**src/rtl/btn_conditioner.sv**
```systemverilog
// Push-button and slide-switch conditioner: 2-flop synchronizers, per-button
// debounce with press/release/auto-repeat pulses, and a vector switch debouncer.
module btn_conditioner #(
  parameter int N_BTN           = 5,
  parameter int SW_WIDTH        = 16,
  parameter int DEBOUNCE_CYCLES = 2000000,
  parameter int HOLD_CYCLES     = 50000000,
  parameter int REPEAT_CYCLES   = 10000000
) (
  input  logic                clk,
  input  logic                rst_n,
  input  logic [N_BTN-1:0]    btn_raw,
  input  logic [SW_WIDTH-1:0] sw_raw,
  output logic [N_BTN-1:0]    btn_level,
  output logic [N_BTN-1:0]    btn_press,
  output logic [N_BTN-1:0]    btn_release,
  output logic [N_BTN-1:0]    btn_repeat,
  output logic [SW_WIDTH-1:0] sw_sync,
  output logic                sw_changed
);

  localparam int DW   = $clog2(DEBOUNCE_CYCLES + 1);
  localparam int RMAX = (HOLD_CYCLES > REPEAT_CYCLES) ? HOLD_CYCLES : REPEAT_CYCLES;
  localparam int RW   = $clog2(RMAX + 1);

  localparam logic [DW-1:0] DB_LAST   = DW'(DEBOUNCE_CYCLES - 1);
  localparam logic [DW-1:0] DB_FULL   = DW'(DEBOUNCE_CYCLES);
  localparam logic [RW-1:0] HOLD_LAST = RW'(HOLD_CYCLES - 1);
  localparam logic [RW-1:0] RPT_LAST  = RW'(REPEAT_CYCLES - 1);

  typedef enum logic [1:0] {IDLE, HOLD, RPT} rpt_state_t;

  logic [N_BTN-1:0]    btn_s1, btn_s2;
  logic [SW_WIDTH-1:0] sw_s1, sw_s2, sw_prev;

  always_ff @(posedge clk or negedge rst_n) begin
    if (!rst_n) begin
      btn_s1 <= '0;
      btn_s2 <= '0;
      sw_s1  <= '0;
      sw_s2  <= '0;
    end else begin
      btn_s1 <= btn_raw;
      btn_s2 <= btn_s1;
      sw_s1  <= sw_raw;
      sw_s2  <= sw_s1;
    end
  end

  for (genvar i = 0; i < N_BTN; i++) begin : g_btn
    logic          level_q, press_q, release_q, repeat_q, repeat_nx;
    logic [DW-1:0] db_cnt;
    logic          flip, rise, fall;
    rpt_state_t    state, state_nx;
    logic [RW-1:0] rpt_cnt, rpt_cnt_nx;

    assign flip = (btn_s2[i] != level_q) && (db_cnt == DB_LAST);
    assign rise = flip && !level_q;
    assign fall = flip && level_q;

    always_ff @(posedge clk or negedge rst_n) begin
      if (!rst_n) begin
        level_q   <= 1'b0;
        press_q   <= 1'b0;
        release_q <= 1'b0;
        db_cnt    <= '0;
      end else begin
        press_q   <= rise;
        release_q <= fall;
        if (btn_s2[i] == level_q) begin
          db_cnt <= '0;
        end else if (flip) begin
          level_q <= ~level_q;
          db_cnt  <= '0;
        end else begin
          db_cnt <= db_cnt + 1'b1;
        end
      end
    end

    always_ff @(posedge clk or negedge rst_n) begin
      if (!rst_n) begin
        state    <= IDLE;
        rpt_cnt  <= '0;
        repeat_q <= 1'b0;
      end else begin
        state    <= state_nx;
        rpt_cnt  <= rpt_cnt_nx;
        repeat_q <= repeat_nx;
      end
    end

    // Debounce edges drive the FSM directly so HOLD starts in the press cycle
    // and a release always wins over a simultaneously expiring count.
    always_comb begin
      state_nx   = state;
      rpt_cnt_nx = rpt_cnt;
      repeat_nx  = 1'b0;
      if (fall) begin
        state_nx   = IDLE;
        rpt_cnt_nx = '0;
      end else if (rise) begin
        state_nx   = HOLD;
        rpt_cnt_nx = '0;
      end else begin
        case (state)
          HOLD: begin
            if (rpt_cnt == HOLD_LAST) begin
              repeat_nx  = 1'b1;
              state_nx   = RPT;
              rpt_cnt_nx = '0;
            end else begin
              rpt_cnt_nx = rpt_cnt + 1'b1;
            end
          end
          RPT: begin
            if (rpt_cnt == RPT_LAST) begin
              repeat_nx  = 1'b1;
              rpt_cnt_nx = '0;
            end else begin
              rpt_cnt_nx = rpt_cnt + 1'b1;
            end
          end
          default: ;
        endcase
      end
    end

    assign btn_level[i]   = level_q;
    assign btn_press[i]   = press_q;
    assign btn_release[i] = release_q;
    assign btn_repeat[i]  = repeat_q;
  end

  // The cycle in which a new vector first appears counts as its first stable
  // cycle, keeping switch latency equal to button latency.
  logic [DW-1:0] sw_cnt, sw_cnt_inc;

  assign sw_cnt_inc = (sw_s2 != sw_prev) ? DW'(1) : sw_cnt + 1'b1;

  always_ff @(posedge clk or negedge rst_n) begin
    if (!rst_n) begin
      sw_prev    <= '0;
      sw_cnt     <= '0;
      sw_sync    <= '0;
      sw_changed <= 1'b0;
    end else begin
      sw_prev    <= sw_s2;
      sw_changed <= 1'b0;
      if (sw_s2 == sw_sync) begin
        sw_cnt <= '0;
      end else if (sw_cnt_inc == DB_FULL) begin
        sw_sync    <= sw_s2;
        sw_changed <= 1'b1;
        sw_cnt     <= '0;
      end else begin
        sw_cnt <= sw_cnt_inc;
      end
    end
  end

endmodule

```
**config.mk**
```make
export PLATFORM = sky130hd
export DESIGN_NAME = btn_conditioner
export DESIGN_NICKNAME = d
export VERILOG_FILES = /design/src/rtl/btn_conditioner.sv
export SDC_FILE = /design/constraint.sdc
export NUM_CORES = 1
export LEC_CHECK = 0
export CAP_MARGIN = 10
export CELL_PAD_IN_SITES_DETAIL_PLACEMENT = 1
export CELL_PAD_IN_SITES_GLOBAL_PLACEMENT = 2
export CORE_ASPECT_RATIO = 2
export CORE_MARGIN = 4
export CORE_UTILIZATION = 41
export CTS_BUF_LIST = sky130_fd_sc_hd__clkbuf_4 sky130_fd_sc_hd__clkbuf_8
export DETAILED_ROUTE_END_ITERATION = 8
export GPL_TIMING_DRIVEN = 0
export PLACE_DENSITY_LB_ADDON = 0.1
export SETUP_SLACK_MARGIN = 0.4
export SKIP_CTS_REPAIR_TIMING = 1
export SLEW_MARGIN = 5
export SYNTH_ARGS = -nofsm -noshare
export SYNTH_HDL_FRONTEND = slang
export SYNTH_SLANG_ARGS = --single-unit
```
**constraint.sdc**
```tcl
create_clock -name clk -period 3.3 [get_ports clk]
set_clock_uncertainty 0.05 [all_clocks]
set_input_delay 0.33 -clock clk [delete_from_list [all_inputs] [get_ports clk]]
set_output_delay 0.33 -clock clk [all_outputs]
set_load 0.01 [all_outputs]
```
==> reports/metrics.yaml <==
status: "completed"
worstHoldStart: "sw_raw[5]"
grt_max_degree: 105
first_pass_iters: 4
critPathMaxFanout: 7
die_h_um: 300
ir_drop_mv: 0.263
vias: 14100
fin_util_pct: 49.4
h-tree-depth: 2
ff2ff_path_depth: 8
worstPathArrival_ps: 3340
worstSetupPathType: "reg -> reg"
row_count: 106
synthDistinctLibCells: 61
cts-root-buf: "clkbuf_8"
core-area_sq_um: 41900
async_flop_share_pct: 100
n_fill_cell: 4755
grt_antenna_before_repair: 1
crit_path_end_kind: "register"
setup_slack_ps: 392
gp_congestion: 0.840
insertion_delay_ps: 630
syn_area_per_cell_sq_um: 9.72
clk_path_buf_depth: 3
grt_pass1_vias: 15300
hpwl_um: 33600
area_growth_syn_to_layout_pct: 18.7
final_area_sq_um: 20700
worstReg2RegEnd: "g_btn[0].rpt_cnt[1]$_DFFE_PN0P_"
gr-total-overflow: 0
r2r_slack_ps: 390
cp-startpoint: "g_btn[0].rpt_cnt[11]$_DFFE_PN0P_"
place_area_sq_um: 18800
multi_input_area_sq_um: 8240
synth_area_leaders: "dfrtp_1 52%, o21ai_0 4.3%, xnor2_1 4.1%"
power_per_cell_area_nw_per_um2: 424
hold_viol_final: 0
drc: 0
syn_nets: 1837
synth_seq_cells: 361
io_buffers: 59
post-route-min-period_ps: 2910
viasPerCell: 5.58
layout_common_cells: "355 x dfrtp_1, 182 x nor2_1, 176 x nand2_1"
first_iter_violations: 548
rsz0062_at_grt: "true"
cts.sinks: 361
cts_made_buffers: 55
synthCells: 1793
slew-limit-headroom_pct: 29.4
ant_nets: 0
syn_area_sq_um: 17400
critical_path_required_ps: 3730
seq_area_sq_um: 9040
post_drt_wl_per_cell_um: 18.7
fin_nets: 1992
ys_warn_count: 0
period_share_pct: 88.1
ioPinCount: 60
wirelength_um: 47300
yosys_most_used_dff: "dfrtp_1"
max_freq_ghz: 0.344
synth-edff-count: 0
r2r_start: "g_btn[0].rpt_cnt[11]$_DFFE_PN0P_"
grt_use_total_pct: 20.2
synth_top_cell_by_area: "dfrtp_1"
hold_path_depth: 1
setup_viol: 0
cts_tree: "built"
start_kind: "register"
tightest_slew_ps: 1050
grt_pass1_wl_um: 77700
place_ws_ps: -287
layout_commonest_cell: "dfrtp_1"
hold_end: "sw_s1[5]$_DFF_PN0_"
cap_violations: 0
fp.dieW_um: 154
yosysSeqAreaShare_pct: 51.8
clk_pin_slew_ps: 70
synth.top_cell.area_share_pct: 51.8
start_util_pct: 41.6
layout-drive-gt1-share_pct: 14.1
die_area_sq_um: 46100
slew_violations: 0
power_leakage_nw: 8.59
hp-class: "in -> reg"
[sequential cells by signal, summed over array words and instances, names as in the netlist]
| register | count |
|---|---|
| g_btn.press_q | 5 |
| sw_s2 | 16 |
| sw_s1 | 16 |
| g_btn.rpt_cnt | 130 |
| g_btn.release_q | 5 |
| g_btn.repeat_q | 5 |
| g_btn.db_cnt | 105 |
| sw_changed | 1 |
| g_btn.state | 10 |
| sw_sync | 16 |
| btn_s1 | 5 |
| btn_s2 | 5 |
| sw_cnt | 21 |
| g_btn.level_q | 5 |
| sw_prev | 16 |
[worst max path at each step]
stage                                            end  slack [ps]  cells after the start
finish               g_btn[0].rpt_cnt[1]$_DFFE_PN0P_         390                      8
global placement       g_btn[1].db_cnt[10]$_DFF_PN0_      -14600                      1
floorplan           g_btn[0].rpt_cnt[23]$_DFFE_PN0P_         510                      9
global route        g_btn[0].rpt_cnt[19]$_DFFE_PN0P_         320                      9
detailed placement   g_btn[4].rpt_cnt[5]$_DFFE_PN0P_        -290                      8
CTS                  g_btn[4].rpt_cnt[5]$_DFFE_PN0P_        -280                      8
[synthesized netlist by cell type, types with 5 or more instances]
cell type	n
dfrtp_1	361
nor2_1	186
nand2_1	181
o21ai_0	150
nand3_1	120
xnor2_1	82
xor2_1	79
nand4_1	61
and3_1	47
a21oi_1	45
nor3_1	42
clkbuf_1	37
inv_1	37
a31oi_1	36
o31ai_1	33
nor4_1	27
buf_4	22
or3_1	22
ha_1	21
nor2b_1	21
and2_1	16
mux2_2	16
nand2b_1	16
and4_1	13
or4_1	12
buf_2	8
nor4bb_1	8
nor3b_1	7
nor4b_1	7
or4b_2	7
or4bb_1	6
a21o_1	5
a22o_1	5
nand4b_1	5
o21ai_1	5
[per-layer routing]
metal / track usage, % / wire length (um) / vias up
li1: - / - / 6673
met1: 20.8 / 17100 / 7174
met2: 40.9 / 27500 / 181
met3: 2.51 / 1090 / 108
met4: 6.92 / 1540 / 0
met5: 0 / 0 / -
[area by class of cell]
type	instances	share of cell area [%]
flip-flops and latches	361	43.7
multi-input cells	1325	39.8
clock buffers	84	5.13
repair buffers	98	4.68
well taps	540	3.26
plain buffers	70	2.07
clock inverters	17	0.695
inverters	37	0.671
diodes	1	0.0121
[critical path: stages, from the launching register on]
cell,delay (ps)
dfrtp_1,420
or4bb_1,530
or4_4,520
or4_4,450
o211ai_4,230
buf_6,170
nor2_4,80
buf_6,160
a22o_1,180
[stage by stage]
stage	hold slack [ps]	instances	setup TNS (ps)	power (mW)
floorplan	-15.6	1793	0	4.66
global placement	281	2392	-5253460	4.81
detailed placement	269	2395	-6960	4.82
CTS	-397	2496	-7430	8.96
global route	51.5	2533	0	9.18
finish	89.7	2533	0	8.79
[cell families (layout without fill, tap and decap cells)]
group                      Yosys count  in the layout  synth area share (%)
AOI/OAI and AO/OA                  307            307                  10.3
xor gates and xnor gates           161            161                  8.09
adders and majority gates           21             21                  1.51
buffers and inverters              107            306                  2.96
DFF                                361            361                  51.8
muxes                               19             19                  1.21
other                                0              1                     0
and+or+nand+nor                    817            817                  24.1
[power breakdown]
group | internal [mW] | switching (mW) | leakage (nW)
combinational | 0.0738 | 0.142 | 3.06
clock | 2.22 | 1.84 | 0.645
sequential | 4.48 | 0.0399 | 4.88
total | 6.77 | 2.02 | 8.59
Note: power is estimated with default switching activity, not from simulation.
